==> src/rtl/byte_stream_pkg.sv <==
// Shared byte-stream types for the FIFO and the downstream two-cycle delay stage.
package byte_stream_pkg;

    localparam int unsigned BYTE_W = 8;

    typedef logic [BYTE_W-1:0] byte_t;

endpackage : byte_stream_pkg

==> src/rtl/byte_fifo_if.sv <==
// Producer/consumer handshake bundle for byte_fifo; signal names are from the FIFO's point of view.
interface byte_fifo_if #(
    parameter int unsigned WIDTH = byte_stream_pkg::BYTE_W
);

    logic             in_valid_i;
    logic [WIDTH-1:0] in_data_i;
    logic             in_ready_o;
    logic             out_valid_o;
    logic [WIDTH-1:0] out_data_o;
    logic             out_ready_i;

    // Producer and consumer side, driven by whoever feeds and drains the FIFO.
    modport master (
        output in_valid_i,
        output in_data_i,
        output out_ready_i,
        input  in_ready_o,
        input  out_valid_o,
        input  out_data_o
    );

    modport slave (
        input  in_valid_i,
        input  in_data_i,
        input  out_ready_i,
        output in_ready_o,
        output out_valid_o,
        output out_data_o
    );

endinterface : byte_fifo_if

==> src/rtl/byte_fifo.sv <==
// First-word-fall-through byte FIFO with valid/ready handshakes, occupancy readout
// and a sticky flag for producers that change data while stalled.
module byte_fifo
    import byte_stream_pkg::*;
#(
    parameter int unsigned WIDTH = BYTE_W,
    parameter int unsigned DEPTH = 4,
    localparam int unsigned PW   = $clog2(DEPTH),
    localparam int unsigned CW   = $clog2(DEPTH + 1)
) (
    input  logic          clk_i,
    input  logic          rst_i,
    input  logic          flush_i,
    byte_fifo_if.slave    bus,
    output logic [CW-1:0] count_o,
    output logic          err_o
);

    logic [WIDTH-1:0] mem_q [DEPTH];
    logic [PW-1:0]    wr_q, wr_d;
    logic [PW-1:0]    rd_q, rd_d;
    logic [CW-1:0]    count_q, count_d;
    logic             err_q, err_d;
    logic             stall_q, stall_d;
    logic [WIDTH-1:0] data_q;

    logic push;
    logic pop;
    logic full;
    logic empty;

    assign full  = (count_q == CW'(DEPTH));
    assign empty = (count_q == '0);

    // Ready depends only on registered count, so a pop cannot open a slot in the same cycle.
    assign bus.in_ready_o  = ~full;
    assign bus.out_valid_o = ~empty;
    assign bus.out_data_o  = mem_q[rd_q];
    assign count_o         = count_q;
    assign err_o           = err_q;

    assign push = bus.in_valid_i & ~full;
    assign pop  = bus.out_ready_i & ~empty;

    always_comb begin
        wr_d    = wr_q;
        rd_d    = rd_q;
        count_d = count_q;
        stall_d = bus.in_valid_i & full;
        err_d   = err_q | (stall_d & stall_q & (bus.in_data_i != data_q));

        if (flush_i) begin
            wr_d    = '0;
            rd_d    = '0;
            count_d = '0;
        end else begin
            if (push) begin
                wr_d = wr_q + 1'b1;
            end
            if (pop) begin
                rd_d = rd_q + 1'b1;
            end
            if (push && !pop) begin
                count_d = count_q + 1'b1;
            end else if (pop && !push) begin
                count_d = count_q - 1'b1;
            end
        end
    end

    always_ff @(posedge clk_i) begin
        if (rst_i) begin
            wr_q    <= '0;
            rd_q    <= '0;
            count_q <= '0;
            err_q   <= 1'b0;
            stall_q <= 1'b0;
            data_q  <= '0;
            for (int unsigned i = 0; i < DEPTH; i++) begin
                mem_q[i] <= '0;
            end
        end else begin
            wr_q    <= wr_d;
            rd_q    <= rd_d;
            count_q <= count_d;
            err_q   <= err_d;
            stall_q <= stall_d;
            data_q  <= bus.in_data_i;
            if (push && !flush_i) begin
                mem_q[wr_q] <= bus.in_data_i;
            end
        end
    end

endmodule : byte_fifo

==> src/flat_wrapper.sv <==
// flat-port wrapper written by rule: the top's interface ports become plain ports
module byte_fifo_flat import byte_stream_pkg::*;
#(
    parameter int unsigned WIDTH = BYTE_W,
    parameter int unsigned DEPTH = 4,
    localparam int unsigned PW   = $clog2(DEPTH),
    localparam int unsigned CW   = $clog2(DEPTH + 1)
)
  (clk_i, rst_i, flush_i, count_o, err_o, bus_in_valid_i, bus_in_data_i, bus_out_ready_i, bus_in_ready_o, bus_out_valid_o, bus_out_data_o);
  byte_fifo_if #(.WIDTH(WIDTH)) bus_i ();
  input  logic clk_i;
  input  logic rst_i;
  input  logic flush_i;
  output logic [CW-1:0] count_o;
  output logic err_o;
  input wire logic [$bits(bus_i.in_valid_i)-1:0] bus_in_valid_i;
  input wire logic [$bits(bus_i.in_data_i)-1:0] bus_in_data_i;
  input wire logic [$bits(bus_i.out_ready_i)-1:0] bus_out_ready_i;
  output wire logic [$bits(bus_i.in_ready_o)-1:0] bus_in_ready_o;
  output wire logic [$bits(bus_i.out_valid_o)-1:0] bus_out_valid_o;
  output wire logic [$bits(bus_i.out_data_o)-1:0] bus_out_data_o;
  assign bus_i.in_valid_i = bus_in_valid_i;
  assign bus_i.in_data_i = bus_in_data_i;
  assign bus_i.out_ready_i = bus_out_ready_i;
  assign bus_in_ready_o = bus_i.in_ready_o;
  assign bus_out_valid_o = bus_i.out_valid_o;
  assign bus_out_data_o = bus_i.out_data_o;
  byte_fifo #(.WIDTH(WIDTH), .DEPTH(DEPTH)) u_core (.clk_i(clk_i), .rst_i(rst_i), .flush_i(flush_i), .bus(bus_i), .count_o(count_o), .err_o(err_o));
endmodule
==> config.mk <==
export PLATFORM = sky130hd
export DESIGN_NAME = byte_fifo_flat
export DESIGN_NICKNAME = d
export VERILOG_FILES = /design/src/rtl/byte_stream_pkg.sv /design/src/rtl/byte_fifo_if.sv /design/src/rtl/byte_fifo.sv /design/src/flat_wrapper.sv
export SDC_FILE = /design/constraint.sdc
export NUM_CORES = 1
export LEC_CHECK = 0
export BUFFER_PORTS_ARGS = -buffer_cell sky130_fd_sc_hd__buf_4
export CORE_UTILIZATION = 60
export CTS_CLUSTER_SIZE = 30
export DETAILED_ROUTE_END_ITERATION = 8
export GPL_TIMING_DRIVEN = 0
export PLACE_DENSITY = 0.93
export SLEW_MARGIN = 20
export SYNTH_ARGS = -nofsm -noshare
export SYNTH_HDL_FRONTEND = slang
export SYNTH_SLANG_ARGS = --single-unit
==> constraint.sdc <==
create_clock -name clk_i -period 3.5 [get_ports clk_i]
set_clock_uncertainty 0.05 [all_clocks]
set_input_delay 0.525 -clock clk_i [delete_from_list [all_inputs] [get_ports clk_i]]
set_output_delay 0.525 -clock clk_i [all_outputs]
set_load 0.02 [all_outputs]
# Word level (Yosys, flattened, before mapping)

Memories as Yosys holds them, arrays and structs flattened. A register that Yosys moved wholly into a read port is not among the register bits.
Cells that the tools add are included.

Register bits after elaboration: 17
RAM bits: 32
Input bits: 13
Output and inout bits: 14
Word-level logic and storage cells: 43
Memories kept: 1

Add/sub/neg operators: 4
Equality and inequality tests: 2
Multiplexer cells: 12
Bitwise logic cells: 8
Reduce and logical (&&, ||, !) cells: 10

Memory list:

| memory       | depth | width | rd ports | clocked after Yosys merged registers in | wr ports | line            | text |
|---|---|---|---|---|---|---|---|
| u_core.mem_q | 4     | 8     | 1        | 1                                       | 4        | byte_fifo.sv:19 | `logic [WIDTH-1:0] mem_q [DEPTH];` |

Operators with widths:

| cell                                                               | count |
|---|---|
| 8-bit 2-to-1 mux                                                   | 1 |
| 8-bit inequality test                                              | 1 |
| 8-bit OR reduction                                                 | 1 |
| 1-bit 2-to-1 mux                                                   | 6 |
| 2-bit 2-to-1 mux                                                   | 3 |
| 3-bit 2-to-1 mux                                                   | 2 |
| 1-bit AND                                                          | 5 |
| 2-bit by 1-bit adder with 2-bit output, second input constant      | 2 |
| 3-bit by 1-bit adder with 3-bit output, second input constant      | 1 |
| 3-bit == test, second input constant                               | 1 |
| 1-bit logical AND                                                  | 3 |
| 1-bit logical NOT                                                  | 3 |
| 3-bit logical NOT                                                  | 1 |
| 3-bit by 1-bit subtractor with 3-bit output, second input constant | 1 |
| 1-bit NOT                                                          | 2 |
| 2-bit nonzero test                                                 | 1 |
| 2-bit OR reduction                                                 | 1 |
| 1-bit OR                                                           | 1 |

# Logic depth before layout (Yosys ltp)

Word-level depth: 9
Mapped depth: 10
Mapped depth without buffers: 9

# Worst setup path before layout

Ideal clock, no wire load.

Kind: register to register
Start point: register u_core.count_q[1], in the netlist u_core.count_o[1]
End point: register u_core.count_q[2], in the netlist u_core.count_o[2]
Library setup time: 70 ps
Data arrival time: 2378 ps
Required time: 3380 ps
Path slack: 1003 ps
Cell stages (with the launch flop): 9
Path buffers: 0
Period minus slack after synthesis: 2497 ps
Path through: dfxtp_1 or3_2 nand2_1 ha_1 inv_1 fa_1 xor2_1 or3_2 a21oi_1

Longest elaborated chain between the ends: 6
Elaborated cells between the ends (all ways): 15
Classes of those cells: 2 x add/sub; 1 x eq/ne; 2 x mux; 4 x bitwise; 6 x reduce/logical

Ends and longest elaborated chain:

| what                                                          | line               | text |
|---|---|---|
| start: declaration                                            | byte_fifo.sv:22    | `logic [CW-1:0] count_q, count_d;` |
| start signal: assignment                                      | byte_fifo.sv:85    | `count_q <= count_d;` |
| 3-bit logical NOT (*)                                         | byte_fifo.sv:33    | `assign empty = (count_q == '0);` |
| 1-bit NOT (*)                                                 | --                 |  |
| net bus_out_valid_o                                           | flat_wrapper.sv:20 | `output wire logic [$bits(bus_i.out_valid_o)-1:0] bus_out_valid_o;` |
| 1-bit AND (*)                                                 | byte_fifo.sv:43    | `assign pop = bus.out_ready_i & ~empty;` |
| 1-bit logical NOT                                             | byte_fifo.sv:63    | `if (push && !pop) begin` |
| 1-bit logical AND                                             | byte_fifo.sv:63    |  |
| 3-bit 2-to-1 mux / 2-bit nonzero test (equally long branches) | --                 |  |

Mark *: on every way through the listed nets, which the timed path passes. The rest lies on a longest branch. The select of a mux whose other input is x is not followed.
A chain may end at the register's enable or synchronous reset.

# Final worst setup path

Start point: register u_core.count_q[1], in the netlist u_core.count_o[1]
End point: register u_core.count_q[2], in the netlist u_core.count_o[2]

Longest elaborated chain between the ends: 6
Elaborated cells between the ends (all ways): 15
Classes of those cells: 2 x add/sub; 1 x eq/ne; 2 x mux; 4 x bitwise; 6 x reduce/logical

Ends and longest elaborated chain:

| what |
|---|
| branches (longest 6 deep; another with 3-bit by 1-bit subtractor with 3-bit output) |

Several ways; the timed one is not identified. The select of a mux whose other input is x is not followed.

==> results.json <==
{
  "status": "finished, final reports clean",
  "postCtsSetupBuffers": 0,
  "synth_area_leaders": "edfxtp_1 (43%), dfxtp_1 (17%), mux4_2 (8.1%), and2_2 (5.4%), and2_1 (4.5%)",
  "fillers": 217,
  "yosysWarnings": 0,
  "drc": 0,
  "post-route-period-util_pct": 73.0,
  "cp_max_fo": 5,
  "ctsResizeCount": 0,
  "htree_num_levels": 2,
  "max_stage_delay_ns": 0.53,
  "synth.most_common_cell": "edfxtp_1",
  "clkTransAtPathRegs_ns": 0.09,
  "synth_area_per_cell_sq_um": 14.0,
  "hpwl_um": 2870,
  "fin_tns_setup_ns": 0,
  "setup_violations": 0,
  "max_freq_mhz": 391,
  "drtIter0Drc": 35,
  "drtAntennaViolNets": 0,
  "p_sw_share_pct": 22.9,
  "cpMostUsedCell": "or3_2",
  "wire_per_inst_um": 16.9,
  "dieHeight_um": 62.8,
  "cp_top_family": "simple AND/OR/NAND/NOR gates",
  "dp.cells": 230,
  "synth_seq_cells": 51,
  "critical_path.cell_chain": "or3_2 > nand2_1 > ha_1 > inv_1 > fa_1 > xor2_1 > or3_2 > a21oi_1",
  "cp-end-kind": "flop",
  "p_leak_nw": 1.01,
  "rows": 21,
  "io_buffers": 26,
  "finalPower_mw": 1.25,
  "synth_nets": 173,
  "grt_pass1_vias": 1381,
  "antenna_found_initial": 0,
  "cp.required_ns": 3.68,
  "ys_types": 34,
  "netlist.top_cell.by_area": "edfxtp_1",
  "dp_slack_ns": 0.954,
  "drt_wl_total_um": 4030,
  "p_seq_share_pct": 54.7,
  "area_growth_pct": 16.2,
  "start_util_pct": 64.4,
  "relSlewSlack_pct": 46.9,
  "synth_top_area_share_pct": 43.4,
  "p_comb_share_pct": 13.7,
  "place.gp.congestion": 0.741,
  "gr-usage-all-layers_pct": 23.7,
  "die_x_um": 62.8,
  "p_sw_mw": 0.285,
  "drive_gt1_share_pct": 35.4,
  "vias": 1314,
  "synth-edff-count": 32,
  "final_util_pct": 74.8,
  "min_path_type": "input port to flop",
  "core_area_sq_um": 3440,
  "rsz0062_at_grt": "false",
  "holdBufCountCts": 0,
  "synthArstFlopShare_pct": 0,
  "start_kind": "flop",
  "synth_commonest_cells": "edfxtp_1 (32), dfxtp_1 (19), and2_1 (16), and2_2 (16)",
  "nets": 206,
  "cts_num_sinks": 51,
  "num_io_pins": 27,
  "internal_power_mw": 0.961,
  "synthFlopType": "edfxtp_1",
  "cts_buffers": 5,
  "cp_slowest_cell": "or3_2",
  "tritoncts": "built",
  "cap_violations": 0,
  "slew_violations": 0,
  "power_density_nw_per_um2": 484,
  "clockBufferDepth": 2,
  "synth_cells": 158,
  "routed_via_density": 5.52,
  "worst-path-buf-inv": 1,
  "arrival_ns": 2.74,
  "first_pass_iters": 4,
  "path_class": "flop to flop",
  "clkPwrFrac_pct": 31.5,
  "period_minus_slack_ns": 2.56,
  "grt_max_degree": 16,
  "synth_area_sq_um": 2220,
  "clk_latency_ns": 0.31,
  "grt-ovfl-total": 0,
  "die_area_sq_um": 3940,
  "hold_viol": 0,
  "tightest_slew_ns": 0.790,
  "max-vdd-ir-drop_mv": 0.305,
  "cts_root_buffer": "clkbuf_8",
  "final_cells": 238,
  "worst_slack_ns": 0.944,
  "grt_pass1_wl_um": 6690,
  "ys_seq_area_share_pct": 60.5,
  "num_antenna_cells": 0
}
[metrics by stage]
step,hold WS [ns],area [sq um]
3_5_place_dp,0.426,2470
3_3_place_gp,0.407,2470
6_report,0.369,2570
4_1_cts,0.371,2570
2_1_floorplan,0.405,2220
5_1_grt,0.378,2570
[path summary, 6_finish.rpt]
path	slack, ns	from	cells after the start	end
setup / recovery	0.94	u_core.count_o[1]$_SDFFE_PP0P_	8	u_core.count_o[2]$_SDFFE_PP0P_
hold / removal	0.37	rst_i	2	u_core.data_q[7]$_SDFF_PP0_
setup reg to reg	0.94	u_core.count_o[1]$_SDFFE_PP0P_	8	u_core.count_o[2]$_SDFFE_PP0P_
hold reg to reg	0.44	u_core.err_o$_SDFF_PP0_	2	u_core.err_o$_SDFF_PP0_
[registers in the layout (all words and copies together), names as in the netlist, named ones only]
| signal | cells |
|---|---|
| u_core.data_q | 8 |
| u_core.wr_q | 2 |
| u_core.count_o | 3 |
| u_core.stall_q | 1 |
| u_core.err_o | 1 |
| u_core.rd_q | 2 |
| u_core.mem_q | 32 |
[metal layers]
layer | GRT usage (%) | up-vias | part of all wire (%)
met5 | 0 | - | 0
met4 | 11.0 | 0 | 2.6
met3 | 6.20 | 10 | 4.1
met2 | 40.1 | 37 | 53
met1 | 28.2 | 652 | 40
li1 | - | 615 | -
[power by group through the flow]
stage	Sequential, mW	Combinational, mW	Clock (mW)
2_1_floorplan	0.696	0.105	0
3_3_place_gp	0.693	0.163	0
3_5_place_dp	0.696	0.170	0
4_1_cts	0.683	0.173	0.397
5_1_grt	0.686	0.186	0.423
6_report	0.683	0.171	0.393
[layout make-up]
class,instances,area (sq um),share of cell area (%)
flip-flops and latches,51,1340,52.1
multi-input cells,96,816,31.7
clock buffers,7,76.3,2.96
inverters,5,18.8,0.729
plain buffers,6,40.0,1.55
well taps,46,57.6,2.24
repair buffers,26,195,7.58
clock inverters,1,30.0,1.17
[layout by cell type, fill, tap and decap left out, types with 2 or more instances in the layout]
cell type,synthesis,final
nand4_1,2,2
dfxtp_1,19,19
xnor2_1,8,8
and2_1,16,16
mux4_2,8,8
buf_2,2,2
buf_4,0,26
and2_2,16,16
nor2b_1,8,8
buf_6,2,2
xor2_1,6,6
nor2_1,8,8
edfxtp_1,32,32
nand3_1,2,2
clkbuf_1,1,3
clkbuf_8,0,5
nand2_1,2,2
or3_2,2,2
or2_2,3,3
inv_1,5,5
[cells by family after synthesis]
kind of cell	Yosys count	synth area share, %
AO/OA/AOI/OAI	4	1.30
flip-flops	51	60.5
XOR/XNOR	14	5.53
multiplexers	9	8.58
AND/OR/NAND/NOR	67	19.9
adder cells (fa/ha/maj)	2	1.47
buffers and inverters	11	2.65
No activity file was read; power rests on OpenSTA's default activity.
